`config.mk`:
```
export PLATFORM = sky130hd
export DESIGN_NAME = nfca_frame_scheduler
export DESIGN_NICKNAME = d
export VERILOG_FILES = /design/src/rtl/nfca_sched_pkg.sv /design/src/rtl/nfca_frame_buf.sv /design/src/rtl/nfca_frame_scheduler.sv
export SDC_FILE = /design/constraint.sdc
export NUM_CORES = 1
export LEC_CHECK = 0
export ABC_AREA = 1
export CORE_MARGIN = 2
export CORE_UTILIZATION = 57
export DETAILED_ROUTE_END_ITERATION = 12
export PLACE_DENSITY_LB_ADDON = 0.12
export SLEW_MARGIN = 20
export SYNTH_ARGS = -nofsm -noshare
export SYNTH_HDL_FRONTEND = slang
export SYNTH_SLANG_ARGS = --single-unit
export TNS_END_PERCENT = 20
```
`constraint.sdc`:
```
create_clock -name clk -period 4.6 [get_ports clk]
set_input_delay 1.38 -clock clk [delete_from_list [all_inputs] [get_ports clk]]
set_output_delay 1.38 -clock clk [all_outputs]
set_load 0.1 [all_outputs]
```
`src/rtl/nfca_sched_pkg.sv`:
```
// Shared types for the NFC-A frame scheduler: FSM state encoding and the
// packed transmit-word layout {tdata[7:0], tdatab[3:0], tlast}.
package nfca_sched_pkg;

  typedef enum logic [2:0] {
    IDLE,
    SEND,
    WAIT_RX,
    GUARD,
    REPLAY
  } state_t;

  // Width of one packed transmit word {tdata, tdatab, tlast}
  localparam int TX_W = 13;

  // Pack one transmit beat into the buffer word layout
  function automatic logic [TX_W-1:0] pack_tx(input logic [7:0] data,
                                              input logic [3:0] datab,
                                              input logic       last);
    return {data, datab, last};
  endfunction

endpackage

```
`src/rtl/nfca_frame_buf.sv`:
```
// Retry buffer for the frame scheduler: simple dual-port RAM holding the
// bytes of the current frame, a write pointer that doubles as the frame
// length, an overflow flag for frames longer than the RAM, and a registered
// (1-cycle) read port. Only instantiated when NFCA_SCHED_RETRY_EN is defined.
module nfca_frame_buf
  import nfca_sched_pkg::*;
#(
  parameter int ASIZE = 6
) (
  input  logic            clk,
  input  logic            rstn,
  input  logic            clr,
  input  logic            wr_en,
  input  logic [TX_W-1:0] wr_data,
  input  logic [ASIZE-1:0] rd_addr,
  output logic [TX_W-1:0] rd_data,
  output logic            overflow
);

  localparam int DEPTH_I = 2 ** ASIZE;
  localparam logic [ASIZE:0] DEPTH = (ASIZE + 1)'(DEPTH_I);

  logic [TX_W-1:0] mem [0:DEPTH_I-1];
  logic [ASIZE:0]  len_reg;
  logic            ovf_reg;

  // RAM write: bytes beyond the RAM depth are discarded
  always_ff @(posedge clk) begin
    if (wr_en && !clr && (len_reg < DEPTH)) begin
      mem[len_reg[ASIZE-1:0]] <= wr_data;
    end
  end

  // Registered read port, no reset so it maps onto block RAM
  always_ff @(posedge clk) begin
    rd_data <= mem[rd_addr];
  end

  // Length / overflow tracking, restarted at the first byte of each frame
  always_ff @(posedge clk or negedge rstn) begin
    if (!rstn) begin
      len_reg <= '0;
      ovf_reg <= 1'b0;
    end else if (clr) begin
      len_reg <= '0;
      ovf_reg <= 1'b0;
    end else if (wr_en) begin
      if (len_reg == DEPTH) begin
        ovf_reg <= 1'b1;
      end else begin
        len_reg <= len_reg + (ASIZE + 1)'(1);
      end
    end
  end

  assign overflow = ovf_reg;

endmodule

```
`src/rtl/nfca_frame_scheduler.sv`:
```
// Sequences ISO14443A command frames from the command FIFO into the NFC-A
// controller one at a time: pass-through while sending, then wait for the
// card response (rx_tend) or a timeout, then hold a guard gap before the
// next frame. Optional macro NFCA_SCHED_RETRY_EN adds a one-shot replay of
// a frame whose first exchange timed out.
module nfca_frame_scheduler
  import nfca_sched_pkg::*;
#(
  parameter int GUARD_CYCLES = 8136,
  parameter int RX_TIMEOUT   = 813600,
  parameter int CNT_W        = 24,
  parameter int BUF_ASIZE    = 6
) (
  input  logic       clk,
  input  logic       rstn,
  input  logic       s_tvalid,
  output logic       s_tready,
  input  logic [7:0] s_tdata,
  input  logic [3:0] s_tdatab,
  input  logic       s_tlast,
  output logic       m_tvalid,
  input  logic       m_tready,
  output logic [7:0] m_tdata,
  output logic [3:0] m_tdatab,
  output logic       m_tlast,
  input  logic       rx_tend,
  input  logic       rx_terr,
  output logic       timeout,
  output logic       busy
);

  localparam logic [CNT_W-1:0] RX_LAST    = CNT_W'(RX_TIMEOUT - 1);
  localparam logic [CNT_W-1:0] GUARD_LAST = CNT_W'(GUARD_CYCLES - 1);
  localparam logic [CNT_W-1:0] CNT_MAX    = '1;

  state_t           state_reg;
  logic [CNT_W-1:0] cnt_reg;
  logic [CNT_W-1:0] cnt_next;
  logic             timeout_reg;
  logic             s_hs;
  logic             guard_done;

  // Shared counter saturates instead of wrapping
  assign cnt_next   = (cnt_reg == CNT_MAX) ? cnt_reg : cnt_reg + CNT_W'(1);
  assign s_hs       = (state_reg == SEND) && s_tvalid && m_tready;
  assign guard_done = (cnt_reg == GUARD_LAST);

`ifdef NFCA_SCHED_RETRY_EN
  logic [TX_W-1:0]      buf_rd_data;
  logic                 buf_ovf;
  logic                 rep_valid_reg;
  logic                 retried_reg;
  logic                 replay_pend_reg;
  logic                 frame_start;
  logic                 rep_hs;
  logic [BUF_ASIZE-1:0] rd_ptr_reg;
  logic [BUF_ASIZE-1:0] rd_addr;
  logic                 unused_terr;

  assign unused_terr = rx_terr;
  assign rep_hs      = (state_reg == REPLAY) && rep_valid_reg && m_tready;
  // Look one word ahead on a handshake so replayed bytes stream back to back
  assign rd_addr     = rep_hs ? rd_ptr_reg + BUF_ASIZE'(1) : rd_ptr_reg;
  assign frame_start = s_tvalid &&
                       ((state_reg == IDLE) ||
                        ((state_reg == GUARD) && guard_done && !replay_pend_reg));

  nfca_frame_buf #(
    .ASIZE(BUF_ASIZE)
  ) u_buf (
    .clk     (clk),
    .rstn    (rstn),
    .clr     (frame_start),
    .wr_en   (s_hs),
    .wr_data (pack_tx(s_tdata, s_tdatab, s_tlast)),
    .rd_addr (rd_addr),
    .rd_data (buf_rd_data),
    .overflow(buf_ovf)
  );
`else
  logic unused_cfg;

  // rx_terr is informational; retry depth only matters with the buffer built in
  assign unused_cfg = rx_terr ^ BUF_ASIZE[0];
`endif

  // Output steering: zero-latency pass-through in SEND, buffer data in REPLAY
  always_comb begin
    s_tready = 1'b0;
    m_tvalid = 1'b0;
    m_tdata  = 8'h00;
    m_tdatab = 4'h0;
    m_tlast  = 1'b0;
    if (state_reg == SEND) begin
      s_tready = m_tready;
      m_tvalid = s_tvalid;
      m_tdata  = s_tdata;
      m_tdatab = s_tdatab;
      m_tlast  = s_tlast;
    end
`ifdef NFCA_SCHED_RETRY_EN
    else if ((state_reg == REPLAY) && rep_valid_reg) begin
      m_tvalid = 1'b1;
      {m_tdata, m_tdatab, m_tlast} = buf_rd_data;
    end
`endif
  end

  // Frame sequencing FSM with the shared guard/timeout counter
  always_ff @(posedge clk or negedge rstn) begin
    if (!rstn) begin
      state_reg       <= IDLE;
      cnt_reg         <= '0;
      timeout_reg     <= 1'b0;
`ifdef NFCA_SCHED_RETRY_EN
      replay_pend_reg <= 1'b0;
      retried_reg     <= 1'b0;
      rep_valid_reg   <= 1'b0;
      rd_ptr_reg      <= '0;
`endif
    end else begin
      timeout_reg <= 1'b0;
`ifdef NFCA_SCHED_RETRY_EN
      if (frame_start) begin
        retried_reg <= 1'b0;
      end
`endif
      case (state_reg)
        IDLE: begin
          if (s_tvalid) begin
            state_reg <= SEND;
          end
        end
        SEND: begin
          if (s_hs && s_tlast) begin
            state_reg <= WAIT_RX;
            cnt_reg   <= '0;
          end
        end
        WAIT_RX: begin
          if (rx_tend) begin
            // A response ends the wait even if expiry falls in the same cycle
            state_reg <= GUARD;
            cnt_reg   <= '0;
          end else if (timeout_reg) begin
            state_reg <= GUARD;
            cnt_reg   <= '0;
`ifdef NFCA_SCHED_RETRY_EN
            if (!retried_reg && !buf_ovf) begin
              replay_pend_reg <= 1'b1;
            end
`endif
          end else begin
            if (cnt_reg == RX_LAST) begin
              timeout_reg <= 1'b1;
            end
            cnt_reg <= cnt_next;
          end
        end
        GUARD: begin
          if (guard_done) begin
            cnt_reg <= '0;
`ifdef NFCA_SCHED_RETRY_EN
            if (replay_pend_reg) begin
              state_reg       <= REPLAY;
              replay_pend_reg <= 1'b0;
              retried_reg     <= 1'b1;
              rd_ptr_reg      <= '0;
              rep_valid_reg   <= 1'b0;
            end else
`endif
            if (s_tvalid) begin
              state_reg <= SEND;
            end else begin
              state_reg <= IDLE;
            end
          end else begin
            cnt_reg <= cnt_next;
          end
        end
`ifdef NFCA_SCHED_RETRY_EN
        REPLAY: begin
          rep_valid_reg <= 1'b1;
          rd_ptr_reg    <= rd_addr;
          if (rep_hs && buf_rd_data[0]) begin
            state_reg     <= WAIT_RX;
            cnt_reg       <= '0;
            rep_valid_reg <= 1'b0;
          end
        end
`endif
        default: state_reg <= IDLE;
      endcase
    end
  end

  assign timeout = timeout_reg;
  assign busy    = (state_reg != IDLE);

endmodule

```
; Word-level counts from Yosys, hierarchy flattened
; Index checks and enable logic that the tools add are counted.
; W data, S select, Z words.
[totals]
regBits = 28
input_bits = 19
out_inout_bits = 17
word_cells = 44
[classes]
n_addsub = 1
eq_ne = 10
n_mux = 22
n_reduce_logical = 8
[op_table]
columns = operator, count
row1 = $mux W24, 5
row2 = $pmux W24 S3, 1
row3 = $add A24 B1 Y24 const B, 1
row4 = $eq A24 B13 Y1 const B, 1
row5 = $eq A24 B20 Y1 const B, 1
row6 = $eq A24 B24 Y1 const B, 1
row7 = $mux W3, 5
row8 = $pmux W3 S4, 1
row9 = $mux W1, 8
row10 = $mux W8, 1
row11 = $eq A3 B2 Y1 const B, 2
row12 = $reduce_bool A3 Y1, 2
row13 = $mux W4, 1
row14 = $ne A2 B2 Y1 const B, 2
row15 = $reduce_and A4 Y1, 1
row16 = $eq A3 B1 Y1 const B, 1
row17 = $logic_and A1 B1 Y1, 3
row18 = $logic_not A3 Y1, 1
row19 = $ne A3 B3 Y1 const B, 1
row20 = $ne A2 B1 Y1 const B, 1
row21 = $reduce_and A2 Y1, 1

; Longest topological paths before layout
[logic_depth]
depth_word = 6
ltp_mapped = 11
ltp_nobuf = 10

; Least setup slack after synthesis
; No wires, ideal clock.
[synth_path]
path_type = input to output
startpoint = in s_tdata[0]
endpoint = out m_tdata[0]
t_arrival_ps = 2019
t_required_ps = 3220
path_slack_ps = 1201
cell_stages = 2
path_buffers = 0
path_cell_list = nand2_1 > inv_1
[synth_via]
elab_chain_cells = 1
[synth_rtl]
columns = element, line
row1 = start: declaration, nfca_frame_scheduler.sv:18  ; input logic [7:0] s_tdata,
row2 = $mux W8, nfca_frame_scheduler.sv:94  ; if (state_reg == SEND) begin
row3 = end: declaration, nfca_frame_scheduler.sv:23  ; output logic [7:0] m_tdata,
; No other way between the ends.

; Worst setup path in the final report
[layout_path]
startpoint = reg state_reg[0]
endpoint = out busy
[layout_via]
elab_chain_cells = 1
[layout_rtl]
columns = element, line
row1 = start: declaration, nfca_frame_scheduler.sv:36  ; state_t state_reg;
row2 = start signal: assignment, nfca_frame_scheduler.sv:112  ; state_reg <= IDLE;
row3 = start signal: assignment, nfca_frame_scheduler.sv:131  ; state_reg <= SEND;
row4 = start signal: assignment, nfca_frame_scheduler.sv:136  ; state_reg <= WAIT_RX;
row5 = $reduce_bool A3 Y1, nfca_frame_scheduler.sv:198  ; assign busy = (state_reg != IDLE);
row6 = end: declaration, nfca_frame_scheduler.sv:29  ; output logic busy
; No other way between the ends.

==> flow_summary.json <==
{
  "outcome": "finished clean",
  "grt.overflow.total": 0,
  "period_needed_ns": 3.72,
  "synthesis.nets": 348,
  "fin_util_pct": 71.1,
  "cts_tree": "built",
  "clockRootBuffer": "clkbuf_4",
  "via_count": 1998,
  "reg2reg_depth": 8,
  "ys.flop_type": "dfrtp_1",
  "min_to": "state_reg[1]$_DFFE_PN0P_",
  "grt_first_pass_wirelength_um": 7920,
  "yosysSeqAreaShare_pct": 32.6,
  "r2r_setup_slack_ns": 2.36,
  "drv_cap": 0,
  "dp.cells": 400,
  "fmax_ghz": 0.269,
  "numCtsBuffers": 3,
  "synth_seq_cells": 27,
  "syn_area_um2": 2070,
  "final_common_cell": "nand2_1",
  "clkLatencyLatePin_ns": 0.33,
  "synth_compound_gate_area_share_pct": 2.17,
  "async_reset_ff_share_pct": 100,
  "hold_buffers": 0,
  "antenna_cells": 0,
  "cp_max_fo": 4,
  "cp.arrival_ns": 2.34,
  "wl_per_cell_um": 11.2,
  "drt_wl_total_um": 4510,
  "hold_depth": 2,
  "die_height_um": 64.3,
  "die-area_um2": 4130,
  "setup_viol": 0,
  "worstSetupEndpointType": "primary output",
  "synth_area_per_cell_um2": 6.40,
  "grt_usage_pct": 24.1,
  "r2r_end": "cnt_reg[1]$_DFFE_PN0P_",
  "ys_types": 28,
  "path_class": "reg2out",
  "yosysTopAreaCell": "dfrtp_1",
  "drive_gt1_share_pct": 11.7,
  "hold_violations": 0,
  "die_width_um": 64.3,
  "clockBufferDepth": 2,
  "startpoint_type": "register",
  "design.core.area_um2": 3420,
  "synth.area.top_cells": "dfrtp_1 33%, nand2_1 16%, inv_1 10%",
  "drtPass1Iterations": 4,
  "num_rows": 21,
  "largest_reg_flops": 24,
  "crit_required_ns": 3.22,
  "syn_inst": 324,
  "grt_max_degree": 28,
  "cts.sinks": 27,
  "power.density_nw_per_um2": 459,
  "synth-simple-area-share_pct": 47.6,
  "whs_ns": 0.578,
  "cts_setup_buffers": 0,
  "min-delay-start": "state_reg[1]$_DFFE_PN0P_",
  "initial_core_util_pct": 60.7,
  "drv_slew": 0,
  "postRouteAntennaNets": 0,
  "portBuffers": 34,
  "layout.cells.non_filler": 404,
  "io_pins": 36,
  "synth_top_family_by_area": "simple AND/OR/NAND/NOR gates",
  "synth_xor_area_share_pct": 1.69,
  "post-route-period-util_pct": 80.9,
  "area_growth_pct": 17.2,
  "final_cell_mix": "91 x nand2_1, 57 x inv_1, 55 x nor2_1, 33 x nand3_1, 27 x dfrtp_1",
  "cts_resized": 0,
  "rsz0062_at_grt": "false",
  "total_leakage_power_nw": 1.31,
  "worst-slew-pin-transition_ns": 0.959,
  "synth_edf_count": 0,
  "grt_pass1_vias": 1830,
  "yosys_warnings": 0,
  "dp_hpwl_um": 3500,
  "drc": 0,
  "synth_fa_ha_area_share_pct": 3.02,
  "h-tree-depth": 1,
  "num-nets-final": 383,
  "finClkSkew_ns": 0.00407,
  "min_path_type": "reg2reg",
  "fin_tns_setup_ns": 0,
  "reg2reg_from": "state_reg[1]$_DFFE_PN0P_",
  "ir_drop_mv": 0.171,
  "path_clk_slew_ns": 0.15,
  "antenna_found_initial": 0,
  "synthMuxAreaShare_pct": 0,
  "gp_congestion": 0.839,
  "yosysTopAreaCellShare_pct": 32.6,
  "drtIter0Drc": 101,
  "max_slew_margin_pct": 35.9,
  "vias_per_cell": 4.95
}
[stage by stage]
step | setup WS [ns] | cell area [µm²] | power, mW
2_1_floorplan | 1.20 | 2070 | 0.877
3_5_place_dp | 0.887 | 2400 | 1.02
4_1_cts | 0.879 | 2430 | 1.12
5_1_grt | 0.801 | 2430 | 1.19
6_report | 0.879 | 2430 | 1.11
3_3_place_gp | 0.903 | 2400 | 1.01
[synthesized netlist by cell type, types with 2 or more instances]
cell type / count
a21oi_1: 2
buf_6: 2
dfrtp_1: 27
ha_1: 5
inv_1: 57
inv_2: 4
nand2_1: 91
nand2_2: 5
nand2_4: 2
nand3_1: 33
nand3_4: 2
nand4_1: 7
nor2_1: 55
nor2_2: 2
nor2_4: 5
nor3_1: 9
o21ai_0: 3
xor2_1: 3
[worst max-delay path, stage by stage, from the launching register on]
cell	delay, ns
dfrtp_1	0.43
inv_1	0.08
ha_1	0.19
inv_1	0.14
clkdlybuf4s50_1	1.15
[cells by family (layout without fill, tap and decap cells)]
kind of cell / Yosys count / count (layout)
DFF: 27 / 27
and+or+nand+nor: 214 / 214
adders and majority gates: 5 / 5
buffers and inverters: 66 / 100
xor gates and xnor gates: 4 / 4
AOI/OAI and AO/OA: 8 / 8
[per-layer routing]
layer | share of wire [%] | up-vias | routed length, µm | track usage, %
met1 | 45 | 878 | 2020 | 29.6
li1 | - | 1059 | - | -
met4 | 1.2 | 0 | 55 | 7.71
met3 | 5.2 | 5 | 236 | 3.87
met5 | 0 | - | 0 | 0
met2 | 49 | 56 | 2200 | 43.1
[area by class of cell]
| type | instances | area, µm² |
|---|---|---|
| flip-flops and latches | 27 | 676 |
| inverters | 61 | 229 |
| fillers | 299 | 987 |
| repair buffers | 35 | 310 |
| clock buffers | 3 | 22.5 |
| multi-input cells | 231 | 1130 |
| clock inverters | 1 | 5.00 |
| well taps | 46 | 57.6 |
[where the power goes]
group | switching (mW) | leakage (nW) | total [mW] | internal, mW
Sequential | 0.0163 | 0.372 | 0.271 | 0.254
Clock | 0.0728 | 0.0177 | 0.106 | 0.0328
Combinational | 0.581 | 0.922 | 0.738 | 0.157
Total | 0.670 | 1.31 | 1.11 | 0.444
[worst max path at each step]
stage / from / endpoint / slack, ns / cells after the start
after global placement: s_tvalid / m_tvalid / 0.90 / 4
after floorplan: s_tdata[0] / m_tdata[0] / 1.20 / 2
after detailed placement: s_tvalid / m_tvalid / 0.89 / 4
after global routing: state_reg[0]$_DFFE_PN0P_ / busy / 0.80 / 4
after CTS: state_reg[0]$_DFFE_PN0P_ / busy / 0.88 / 4
final: state_reg[0]$_DFFE_PN0P_ / busy / 0.88 / 4
Note: power is estimated with default switching activity, not from simulation.
